[config.mk]
export PLATFORM = sky130hd
export DESIGN_NAME = mipi_hstx_ctrl
export DESIGN_NICKNAME = d
export VERILOG_FILES = /design/src/rtl/mipi_pkg.sv /design/src/rtl/mipi_hstx_timer.sv /design/src/rtl/mipi_hstx_ctrl.sv
export SDC_FILE = /design/constraint.sdc
export NUM_CORES = 1
export LEC_CHECK = 0
export ABC_AREA = 1
export BUFFER_PORTS_ARGS = -buffer_cell sky130_fd_sc_hd__buf_2
export CORE_MARGIN = 2
export CORE_UTILIZATION = 40
export CTS_CLUSTER_SIZE = 10
export DETAILED_ROUTE_END_ITERATION = 8
export PLACE_DENSITY = 0.64
export SETUP_SLACK_MARGIN = 0.5
export SLEW_MARGIN = 20
export SYNTH_ARGS = -nofsm -noshare
export SYNTH_HDL_FRONTEND = slang
export SYNTH_SLANG_ARGS = --single-unit
[constraint.sdc]
create_clock -name HS_BYTE_CLKS -period 2.16 [get_ports HS_BYTE_CLKS]
set_input_delay 0.216 -clock HS_BYTE_CLKS [delete_from_list [all_inputs] [get_ports HS_BYTE_CLKS]]
set_output_delay 0.216 -clock HS_BYTE_CLKS [all_outputs]
set_load 0.02 [all_outputs]
[src/rtl/mipi_pkg.sv]
// Shared definitions for the MIPI HS transmit controller: state encoding,
// the HS sync byte and the default timing counts (in byte clocks).
package mipi_pkg;

  typedef enum logic [2:0] {
    ST_IDLE    = 3'd0,
    ST_LPX     = 3'd1,
    ST_PREPARE = 3'd2,
    ST_HS_ZERO = 3'd3,
    ST_SYNC    = 3'd4,
    ST_DATA    = 3'd5,
    ST_TRAIL   = 3'd6,
    ST_EXIT    = 3'd7
  } state_t;

  localparam logic [7:0] SYNC_BYTE = 8'hB8;

  localparam int DEF_T_LPX        = 4;
  localparam int DEF_T_HS_PREPARE = 3;
  localparam int DEF_T_HS_ZERO    = 6;
  localparam int DEF_T_HS_TRAIL   = 4;
  localparam int DEF_T_HS_EXIT    = 5;

  // All timing counts fit in 1..255.
  localparam int TMR_W = 8;

endpackage

[src/rtl/mipi_hstx_timer.sv]
// Duration down-counter: loaded on entry to a timed state, counts down once
// per byte clock, and flags the last cycle of the state with done.
module mipi_hstx_timer
  import mipi_pkg::*;
(
  input  logic             clk,
  input  logic             rst_n,
  input  logic             load,
  input  logic [TMR_W-1:0] load_val,
  output logic             done
);

  logic [TMR_W-1:0] cnt_q;
  logic [TMR_W-1:0] cnt_d;

  // Load wins; otherwise count down and rest at zero outside timed states.
  always_comb begin
    cnt_d = cnt_q;
    if (load) begin
      cnt_d = load_val;
    end else if (cnt_q != '0) begin
      cnt_d = cnt_q - 1'b1;
    end
  end

  // Counter register with asynchronous clear.
  always_ff @(posedge clk or negedge rst_n) begin
    if (!rst_n) begin
      cnt_q <= '0;
    end else begin
      cnt_q <= cnt_d;
    end
  end

  // A count of 1 means the current cycle is the last one of the state.
  assign done = (cnt_q == TMR_W'(1));

endmodule

[src/rtl/mipi_hstx_ctrl.sv]
// MIPI D-PHY HS transmit sequencer: walks LP-11 -> LP-01 -> LP-00 -> HS-zero
// -> sync byte -> payload -> trail -> LP-11, driving the LP lines, the HS
// driver power-down and the serializer byte stream.
module mipi_hstx_ctrl
  import mipi_pkg::*;
#(
  parameter int WIDTH        = 8,
  parameter int T_LPX        = DEF_T_LPX,
  parameter int T_HS_PREPARE = DEF_T_HS_PREPARE,
  parameter int T_HS_ZERO    = DEF_T_HS_ZERO,
  parameter int T_HS_TRAIL   = DEF_T_HS_TRAIL,
  parameter int T_HS_EXIT    = DEF_T_HS_EXIT
)(
  input  logic             HS_BYTE_CLKS,
  input  logic             HS_RSTN,
  input  logic             TXREQUESTHS,
  input  logic [WIDTH-1:0] TXDATAHS,
  output logic             TXREADYHS,
  output logic [WIDTH-1:0] HSTX_DATA,
  output logic             HS_SER_EN,
  output logic             TXHSPD,
  output logic             LP_P,
  output logic             LP_N,
  output logic             STOPSTATE
);

  localparam logic [WIDTH-1:0] SYNC_W = WIDTH'(SYNC_BYTE);

  state_t           state_q;
  state_t           state_d;
  logic [WIDTH-1:0] hs_data_q;
  logic [WIDTH-1:0] hs_data_d;
  logic             tmr_load;
  logic [TMR_W-1:0] tmr_val;
  logic             tmr_done;

  mipi_hstx_timer u_timer (
    .clk      (HS_BYTE_CLKS),
    .rst_n    (HS_RSTN),
    .load     (tmr_load),
    .load_val (tmr_val),
    .done     (tmr_done)
  );

  // Next state; the timer is reloaded whenever a timed state is entered.
  always_comb begin
    state_d  = state_q;
    tmr_load = 1'b0;
    tmr_val  = '0;
    case (state_q)
      ST_IDLE:    if (TXREQUESTHS) state_d = ST_LPX;
      ST_LPX:     if (tmr_done) state_d = ST_PREPARE;
      ST_PREPARE: if (tmr_done) state_d = ST_HS_ZERO;
      ST_HS_ZERO: if (tmr_done) state_d = ST_SYNC;
      ST_SYNC,
      ST_DATA:    state_d = TXREQUESTHS ? ST_DATA : ST_TRAIL;
      ST_TRAIL:   if (tmr_done) state_d = ST_EXIT;
      ST_EXIT:    if (tmr_done) state_d = ST_IDLE;
      default:    state_d = ST_IDLE;
    endcase
    if (state_d != state_q) begin
      case (state_d)
        ST_LPX:     begin tmr_load = 1'b1; tmr_val = TMR_W'(T_LPX);        end
        ST_PREPARE: begin tmr_load = 1'b1; tmr_val = TMR_W'(T_HS_PREPARE); end
        ST_HS_ZERO: begin tmr_load = 1'b1; tmr_val = TMR_W'(T_HS_ZERO);    end
        ST_TRAIL:   begin tmr_load = 1'b1; tmr_val = TMR_W'(T_HS_TRAIL);   end
        ST_EXIT:    begin tmr_load = 1'b1; tmr_val = TMR_W'(T_HS_EXIT);    end
        default:    ;
      endcase
    end
  end

  // Serializer byte for the next cycle: the accepted payload byte appears
  // one cycle after its handshake; the trail byte is the opposite of the
  // last driven MSB and is frozen for the whole trail.
  always_comb begin
    hs_data_d = '0;
    case (state_d)
      ST_SYNC:  hs_data_d = SYNC_W;
      ST_DATA:  hs_data_d = TXDATAHS;
      ST_TRAIL: begin
        if (state_q == ST_TRAIL) begin
          hs_data_d = hs_data_q;
        end else begin
          hs_data_d = hs_data_q[WIDTH-1] ? '0 : '1;
        end
      end
      default:  hs_data_d = '0;
    endcase
  end

  // State and serializer byte registers; reset aborts any burst at once.
  always_ff @(posedge HS_BYTE_CLKS or negedge HS_RSTN) begin
    if (!HS_RSTN) begin
      state_q   <= ST_IDLE;
      hs_data_q <= '0;
    end else begin
      state_q   <= state_d;
      hs_data_q <= hs_data_d;
    end
  end

  // Line levels and enables decoded from the current state.
  always_comb begin
    LP_P      = 1'b1;
    LP_N      = 1'b1;
    TXHSPD    = 1'b1;
    HS_SER_EN = 1'b0;
    STOPSTATE = 1'b0;
    case (state_q)
      ST_IDLE:    STOPSTATE = 1'b1;
      ST_LPX:     LP_P = 1'b0;
      ST_PREPARE: begin LP_P = 1'b0; LP_N = 1'b0; TXHSPD = 1'b0; end
      ST_HS_ZERO,
      ST_SYNC,
      ST_DATA,
      ST_TRAIL:   begin LP_P = 1'b0; LP_N = 1'b0; TXHSPD = 1'b0; HS_SER_EN = 1'b1; end
      default:    ;
    endcase
  end

  assign TXREADYHS = ((state_q == ST_SYNC) || (state_q == ST_DATA)) && TXREQUESTHS;
  assign HSTX_DATA = hs_data_q;

endmodule

==> flow_summary.toml, run 1 <==
[run_status]
status = "completed"

[logic_synthesis]
synth_compound_area_share_pct = 5.83
synthesis.area_um2 = 1270
syn-num-nets = 188
synth_top_area_share_pct = 37.5
synth_cells = 175
yosysTopAreaCell = "dfrtp_1"
synth_fa_ha_area_share_pct = 1.98
synth_mux_area_share_pct = 0
ys_warn_count = 0
synthXorXnorAreaFrac_pct = 2.08
synth-seq-area-share_pct = 37.5
avgSynthCellArea_um2 = 7.24
ys_ff_latch = 19
yosys.area_share.simple_pct = 45.3
synth.area.top_cells = "dfrtp_1, nand2_1, nand3_1"
synth_cell_type_count = 27
synth_top_family_by_area = "simple AND/OR/NAND/NOR gates"

[placement]
post_dp_cell_area_um2 = 1450
numPortBuffers = 24
place_inst = 243
hpwl_mm = 2.15
gp_congestion = 0.840
pre_cts_ws_ns = 0.265

[worst_setup_path]
critPathTopFamily = "simple AND/OR/NAND/NOR gates"
worstPathArrival_ns = 1.64
worstPathMaxFanout = 5
crit_path_cell_trace = "buf_4 -> nand2_2 -> nor2_2 -> or3_4 -> buf_6"
reg2reg_to = "u_timer.cnt_q[6]"
end_kind = "output pin"
rrSetupSlack_ns = 0.37
required_ns = 1.94
cp.buffers_inverters = 2
r2r.worst_path.cells = 10
cp-start-kind = "register"
critPathMaxStageDelay_ns = 0.48
critPathKind = "reg -> out"
cp_slowest_cell = "dfrtp_2"
r2r-start = "u_timer.cnt_q[0]"

[worst_hold_path]
hold_start = "TXDATAHS[4]"
hp-class = "in -> reg"
hold_path_depth = 5
hold_path_end = "HSTX_DATA[4]"

[final_layout]
fillCellCount = 258
drive_above_1_share_pct = 50.7
final_util_pct = 61.2
multiInputGateArea_um2 = 875
final_common_cell = "nand2_1"
areaGrowthSynthToFinish_pct = 46.3
fin_nets = 241
num_antenna_cells = 0
most-common-layout-cells = "nand2_1, buf_4, buf_2"
design_area_um2 = 1850
register_area_um2 = 480
final_cells = 271

[global_route]
met3_usage_pct = 3.90
antenna_found_initial = 0
use_met2_pct = 37.6
grt_max_degree = 20
grt_use_total_pct = 20.1
grt_pass1_wl_mm = 5.40
grt_pass1_vias = 1238
grt.busiest_layer = "met2"
met1_usage_pct = 23.3
grt_overflow = 0

[clock_network]
clock_latency_ns = 0.31
cts_buffer_depth = 2
path_clk_slew_ns = 0.13
cts_num_sinks = 19
tritoncts = "built"
cts_root_buffer = "clkbuf_4"
cts_buffers = 3
h-tree-depth = 1

[route]
routed_wl_mm = 3.52
drc = 0
antenna_left = 0
via_per_inst = 4.77
wl_per_cell_um = 13.0
route.vias.total = 1294
drtPass1Iterations = 4
drt-initial-drc-count = 59

[power_and_ir_drop]
power_density_nw_per_um2 = 306
power.static_leakage_uw = 0.000992
ir_worst_vdd_uv = 173

[sta]
tightest_slew_ns = 0.452
period_minus_slack_ns = 1.85
worst_slack_ns = 0.306
finalCritPeriodShare_pct = 85.8
fin_skew_ns = 0.00865
finalSetupViolCount = 0
fmax_mhz = 539
rsz0062_at_grt = "true"
slew_viol_final = 0
hold_violations = 0
tns_ns = 0
maxSlewHeadroom_pct = 69.9

[floorplanning]
die_h_um = 60.3
die_area_um2 = 3630
fp-row-count = 20
fp.coreArea_um2 = 3030
die_w_um = 60.3
start_util_pct = 41.8
pin_count = 25

[flow_run]
maxCapViolations = 0
-- power breakdown --
part / leakage (uW) / total [uW] / switching (uW) / internal (uW)
Clock: 0.0000177 / 193 / 123 / 69.1
Combinational: 0.000748 / 19.5 / 11.9 / 7.59
Sequential: 0.000226 / 356 / 0 / 356
Total: 0.000992 / 568 / 135 / 432
-- per-layer routing --
layer	vias up	routed length, um
li1	658	-
met1	600	1470
met2	32	1850
met3	4	162
met4	0	40
met5	-	0
-- final cells by class --
cell class	instances	area share [%]
Inverter	22	4.86
Clock buffer	3	1.22
Multi-Input combinational cell	134	47.2
Timing Repair Buffer	48	17.6
Sequential cell	19	25.9
Tap cell	44	2.97
Clock inverter	1	0.270
-- logic make-up after synthesis --
family	after synthesis
buffers and inverters	23
XOR/XNOR	3
flip-flops	19
AND/OR/NAND/NOR	116
AO/OA/AOI/OAI	12
adder cells (fa/ha/maj)	2
-- metrics by stage --
| stage | power (uW) | hold slack (ns) |
|---|---|---|
| after global placement | 381 | 0.185 |
| after CTS | 567 | 0.196 |
| after global routing | 584 | 0.223 |
| final | 568 | 0.194 |
| after detailed placement | 381 | 0.191 |
| after floorplan | 365 | -0.0796 |
-- worst register-to-register path: cells and delay by family, from the launching register on --
family	cells	cell delay (ns)
adders and majority gates	1	0.19
buffers and inverters	4	0.43
xor gates and xnor gates	1	0.14
DFF	1	0.45
and+or+nand+nor	4	0.52
-- state kept, by name, summed over array words and instances, names as in the netlist --
name / flops
HSTX_DATA: 8
u_timer.cnt_q: 8
state_q: 3
-- how the worst max path moves through the flow --
stage                startpoint  cells after the start          endpoint
4_1_cts        u_timer.cnt_q[1]                     14      HSTX_DATA[0]
3_5_place_dp   u_timer.cnt_q[1]                     12  u_timer.cnt_q[2]
5_1_grt        u_timer.cnt_q[0]                     10  u_timer.cnt_q[6]
6_report             state_q[0]                      5         HS_SER_EN
2_1_floorplan  u_timer.cnt_q[1]                     12  u_timer.cnt_q[2]
3_3_place_gp   u_timer.cnt_q[1]                     12  u_timer.cnt_q[2]
-- repair_timing --
action,in CTS,in global routing
pin swaps,15,12
gates cloned,1,0
gates resized for setup,30,24
hold buffers,1,0
setup endpoints to repair,17,21
setup buffers,12,10
endpoints found under the hold margin,19,0
-- Yosys cell counts --
library cell,instances
nand2_1,63
dfrtp_1,19
nand3_1,17
nor2_1,13
inv_1,11
inv_2,10
nand2_2,6
a21oi_1,4
nor3_1,4
nand2_4,3
o21ai_1,3
ha_1,2
nand3_2,2
nor2_4,2
nor2_8,2
o21ai_0,2
xor2_1,2
a21boi_2,1
a21oi_2,1
buf_4,1
inv_4,1
nand4_1,1
nor2_2,1
nor3_2,1
o21ai_2,1
or3_1,1
xnor2_1,1
Power figures use the tool's default switching activity.
==> inputs of run 2 (changes only) <==
--- a/config.mk
+++ b/config.mk
@@ -9,2 +9,3 @@
 export BUFFER_PORTS_ARGS = -buffer_cell sky130_fd_sc_hd__buf_2
+export CORE_ASPECT_RATIO = 1.4
 export CORE_MARGIN = 2
@@ -13,3 +14,3 @@
 export DETAILED_ROUTE_END_ITERATION = 8
-export PLACE_DENSITY = 0.64
+export PLACE_DENSITY = 0.63
 export SETUP_SLACK_MARGIN = 0.5
@@ -18,2 +19,3 @@
 export SYNTH_HDL_FRONTEND = slang
+export SYNTH_HIERARCHICAL = 1
 export SYNTH_SLANG_ARGS = --single-unit
==> constraint.sdc (replaced) <==
create_clock -name HS_BYTE_CLKS -period 2.16 [get_ports HS_BYTE_CLKS]
set_input_delay 0.108 -clock HS_BYTE_CLKS [delete_from_list [all_inputs] [get_ports HS_BYTE_CLKS]]
set_output_delay 0.108 -clock HS_BYTE_CLKS [all_outputs]
set_load 0.02 [all_outputs]
==> flow_summary.toml, run 2 <==
[worst_setup_path]
critPathMaxStageDelay_ns = 0.41
critPathKind = "reg -> reg"
cp_slowest_cell = "dfrtp_1"
cp.buffers_inverters = 4
critPathTopFamily = "simple AND/OR/NAND/NOR gates"
worstPathMaxFanout = 4
cp-start-kind = "register"
rrSetupSlack_ns = 0.17
r2r-start = "u_timer/cnt_q[5]"
worstPathArrival_ns = 2.16
crit_path_cell_trace = "nor2_4 -> nand3_4 -> nor2_4 -> buf_4 -> nand2_1 -> nand2_2 -> nand2_4 -> o21ai_2 -> nand2_2 -> inv_2 -> inv_4 -> nand3_4 -> nor2_8 -> buf_4 -> nor3_2"
required_ns = 2.33
reg2reg_to = "u_timer/cnt_q[2]"
end_kind = "register"
r2r.worst_path.cells = 15

[sta]
slew_viol_final = 0
finalCritPeriodShare_pct = 92.0
period_minus_slack_ns = 1.99
fmax_mhz = 503
hold_violations = 0
fin_skew_ns = 0.00326
finalSetupViolCount = 0
tns_ns = 0
rsz0062_at_grt = "true"

[logic_synthesis]
yosysTopAreaCell = "dfrtp_1"
synth_cell_type_count = 28
ys_warn_count = 6
async_reset_ff_share_pct = 100
yosysMostFrequentCell = "nand2_1"
synth-seq-area-share_pct = 34.0
ys_ff_latch = 19
synth_fa_ha_area_share_pct = 2.68
synthesis.area_um2 = 1400
synth_top_area_share_pct = 34.0
yosys.area_share.simple_pct = 45.0
netlist_top_cells_count = "nand2_1, inv_1, dfrtp_1"
synth_mux_area_share_pct = 0
synth_compound_area_share_pct = 6.97
synth.area.top_cells = "dfrtp_1, nand2_1, inv_1"
synthFlopType = "dfrtp_1"
synth_top_family_by_area = "simple AND/OR/NAND/NOR gates"
synth_cells = 196
avgSynthCellArea_um2 = 7.14
synth_edf_count = 0
synthXorXnorAreaFrac_pct = 0

[final_layout]
design_area_um2 = 1840
most-common-layout-cells = "nand2_1, buf_2, dfrtp_1"
fillCellCount = 325
drive_above_1_share_pct = 41.2
final_util_pct = 54.4
final_common_cell = "nand2_1"
fin_nets = 258
num_antenna_cells = 0
areaGrowthSynthToFinish_pct = 31.4

[global_route]
grt_overflow = 0
grt.busiest_layer = "met2"
met3_usage_pct = 2.81
grt_pass1_wl_mm = 5.40
grt_use_total_pct = 18.7
grt_pass1_vias = 1205
grt_max_degree = 20
met1_usage_pct = 21.0
use_met2_pct = 35.6
antenna_found_initial = 0

[flow_run]
maxCapViolations = 0

[floorplanning]
pin_count = 25
fp-row-count = 25
die_h_um = 74
die_w_um = 54
die_area_um2 = 4000
fp.coreArea_um2 = 3380
start_util_pct = 41.4

[placement]
numPortBuffers = 24
hpwl_mm = 2.46
gp_congestion = 0.870
post_dp_cell_area_um2 = 1650

[clock_network]
cts_buffers = 3
cts_root_buffer = "clkbuf_8"
cts_buffer_depth = 2
cts_num_sinks = 19
clock_latency_ns = 0.25
h-tree-depth = 1
tritoncts = "built"
path_clk_slew_ns = 0.08

[route]
antenna_left = 0
via_per_inst = 4.54
drtPass1Iterations = 4
wl_per_cell_um = 11.4
routed_wl_mm = 3.22
route.vias.total = 1284
drt-initial-drc-count = 36
drc = 0

[worst_hold_path]
hp-class = "in -> reg"
hold_start = "TXDATAHS[1]"
hold_path_end = "HSTX_DATA[1]"
hold_path_depth = 5

[run_status]
status = "completed"

[power_and_ir_drop]
finalPower_uw = 2810
ir_worst_vdd_uv = 820
power.static_leakage_uw = 0.00106
power_density_nw_per_um2 = 1530
-- run 2: worst max-delay path by stage --
stage	slack [ns]	from	cells past startpoint	to
floorplan	0.19	u_timer/cnt_q[5]	18	u_timer/cnt_q[0]
global placement	0.07	u_timer/cnt_q[5]	18	u_timer/cnt_q[0]
detailed placement	-0.01	u_timer/cnt_q[5]	18	u_timer/cnt_q[4]
CTS	0.19	u_timer/cnt_q[1]	19	u_timer/cnt_q[4]
global route	0.02	u_timer/cnt_q[5]	15	u_timer/cnt_q[2]
finish	0.17	u_timer/cnt_q[5]	15	u_timer/cnt_q[2]
-- run 2: worst register-to-register path, stage by stage, from the launching register on --
cell and delay, ns:
dfrtp_1 0.41, nor2_4 0.15, nand3_4 0.10, nor2_4 0.16, buf_4 0.13, nand2_1 0.08
nand2_2 0.08, nand2_4 0.06, o21ai_2 0.14, nand2_2 0.06, inv_2 0.07, inv_4 0.05
nand3_4 0.08, nor2_8 0.06, buf_4 0.13, nor3_2 0.15
-- run 2: area by class of cell --
type	count	area, um^2	area share (%)
flip-flops and latches	19	475	25.9
multi-input cells	147	866	47.1
repair buffers	43	282	15.3
well taps	40	50.0	2.72
clock inverters	1	5.00	0.272
clock buffers	3	41.3	2.24
inverters	30	120	6.53
-- run 2: what timing repair did --
item | 4_1_cts | 5_1_grt
hold endpoints to repair | 19 | 0
gates resized for setup | 9 | 6
endpoints found under the setup margin | 16 | 17
buffers inserted | 5 | 5
hold buffers | 1 | 0
pin swaps | 7 | 6
-- run 2: cell families after synthesis --
logic type / Yosys count
and+or+nand+nor: 124
adders and majority gates: 3
AOI/OAI and AO/OA: 15
other: 1
buffers and inverters: 34
DFF: 19
-- run 2: metrics by stage --
stage | worst slack, ns | hold WS, ns | cells
floorplan | 0.193 | -0.188 | 200
global placement | 0.0708 | 0.0820 | 268
detailed placement | -0.0106 | 0.0819 | 268
CTS | 0.186 | 0.133 | 278
global route | 0.0238 | 0.145 | 283
finish | 0.173 | 0.136 | 283
-- run 2: report_power, final --
| group | leakage (uW) | switching [uW] | internal [uW] |
|---|---|---|---|
| sequential | 0.000238 | 184 | 515 |
| clock | 0.0000255 | 122 | 128 |
| combinational | 0.000796 | 1110 | 747 |
| total | 0.00106 | 1420 | 1390 |
-- run 2: metal layers --
| layer | vias to the layer above | wire [um] |
|---|---|---|
| met4 | 0 | 29 |
| met2 | 17 | 1820 |
| met5 | - | 0 |
| met3 | 4 | 95 |
| met1 | 574 | 1280 |
| li1 | 689 | - |
==> inputs of run 3 (changes only) <==
PLACE_DENSITY = 0.65   (was 0.63)
==> flow_summary.toml, run 3 (same netlist as run 2, synthesis figures left out) <==
[clock_network]
cts_buffers = 3
cts_buffer_depth = 2
clock_latency_ns = 0.26
cts_root_buffer = "clkbuf_8"
h-tree-depth = 1
cts_num_sinks = 19
tritoncts = "built"
path_clk_slew_ns = 0.07

[placement]
gp_congestion = 0.892
post_dp_cell_area_um2 = 1650
numPortBuffers = 24
hpwl_mm = 2.41
place_inst = 268

[route]
drt-initial-drc-count = 21
via_per_inst = 4.66
wl_per_cell_um = 11.5
antenna_left = 0
routed_wl_mm = 3.25
route.vias.total = 1320
drtPass1Iterations = 4
drc = 0

[floorplanning]
start_util_pct = 41.4
pin_count = 25
fp-row-count = 25
fp.coreArea_um2 = 3380
die_h_um = 74
die_w_um = 54
die_area_um2 = 4000

[final_layout]
design_area_um2 = 1870
areaGrowthSynthToFinish_pct = 33.2
most-common-layout-cells = "nand2_1, buf_2, dfrtp_1"
fillCellCount = 335
final_cells = 283
fin_nets = 258
num_antenna_cells = 0
final_common_cell = "nand2_1"
drive_above_1_share_pct = 44.4

[worst_setup_path]
endpoint = "u_timer/cnt_q[2]"
r2r.worst_path.cells = 17
cp-start-kind = "register"
worstPathMaxFanout = 10
r2r-start = "u_timer/cnt_q[5]"
worstPathArrival_ns = 2.21
required_ns = 2.31
critPathKind = "reg -> reg"
reg2reg_to = "u_timer/cnt_q[2]"
end_kind = "register"
crit_start = "u_timer/cnt_q[5]"
rrSetupSlack_ns = 0.09

[sta]
rsz0062_at_grt = "true"
finalCritPeriodShare_pct = 95.6
whs_ns = 0.132
fin_skew_ns = 0.00205
finalSetupViolCount = 0
fmax_mhz = 484
slew_viol_final = 0
period_minus_slack_ns = 2.07
hold_violations = 0

[global_route]
grt_max_degree = 20
grt_pass1_vias = 1287
grt_pass1_wl_mm = 5.54
grt_overflow = 0
antenna_found_initial = 0
grt_use_total_pct = 18.8

[run_status]
status = "completed"

[power_and_ir_drop]
finalPower_uw = 2870
power.static_leakage_uw = 0.00106
ir_worst_vdd_uv = 796
power_density_nw_per_um2 = 1540

[flow_run]
maxCapViolations = 0

[worst_hold_path]
hold_path_depth = 5
hp-class = "in -> reg"
==> run 3: power by group <==
| group | switching, uW | internal, uW | total, uW |
|---|---|---|---|
| Combinational | 1150 | 770 | 1920 |
| Clock | 126 | 128 | 254 |
| Sequential | 179 | 517 | 695 |
| Total | 1460 | 1410 | 2870 |
==> run 3: critical path, cell delays in order (launching register included) <==
cell and delay (ns):
dfrtp_1 0.41, nor2_4 0.15, nand3_4 0.10, nor2_4 0.17, inv_2 0.07, nand3_2 0.07, nand2_2 0.06, inv_2 0.07
nand2_4 0.06, nand3_2 0.06, nand3_2 0.08, nand2_2 0.09, inv_2 0.05, inv_4 0.07, buf_12 0.13, nand2_1 0.06
nor2_1 0.19, nor3_4 0.06
==> run 3: routing by layer <==
metal	share of wire, %	global-route usage [%]	vias up
li1	-	-	687
met1	39	22.0	589
met2	54	32.2	32
met3	3.4	3.01	12
met4	3.9	9.72	0
met5	0	0	-
==> run 3: area by class of cell <==
cell class | instances | area (um^2) | share of cell area, %
Tap cell | 40 | 50.0 | 2.68
Timing Repair Buffer | 43 | 285 | 15.3
Inverter | 30 | 120 | 6.44
Sequential cell | 19 | 477 | 25.6
Clock buffer | 3 | 41.3 | 2.21
Clock inverter | 1 | 5.00 | 0.268
Multi-Input combinational cell | 147 | 887 | 47.6
==> run 3: repair_timing <==
item                                   CTS  global route
setup buffers                            4             6
setup endpoints to repair               16            17
pin swaps                                7             9
hold buffers                             1             0
gates resized for setup                 11            15
endpoints found under the hold margin   19             0
==> run 3: worst min path at each step <==
stage,end,from
6_report,HSTX_DATA[3],TXDATAHS[3]
4_1_cts,HSTX_DATA[3],TXDATAHS[3]
5_1_grt,HSTX_DATA[4],TXDATAHS[4]
3_3_place_gp,HSTX_DATA[2],HS_RSTN
2_1_floorplan,HSTX_DATA[0],HS_RSTN
3_5_place_dp,HSTX_DATA[2],HS_RSTN
==> run 3: metrics by stage <==
step	util (%)	TNS [ns]	setup slack (ns)
after floorplan	-	0	0.193
after global placement	48.9	0	0.0934
after detailed placement	48.9	0	0.0244
after CTS	52.4	0	0.184
after global routing	55.2	-0.270	-0.0946
final	55.2	0	0.0944
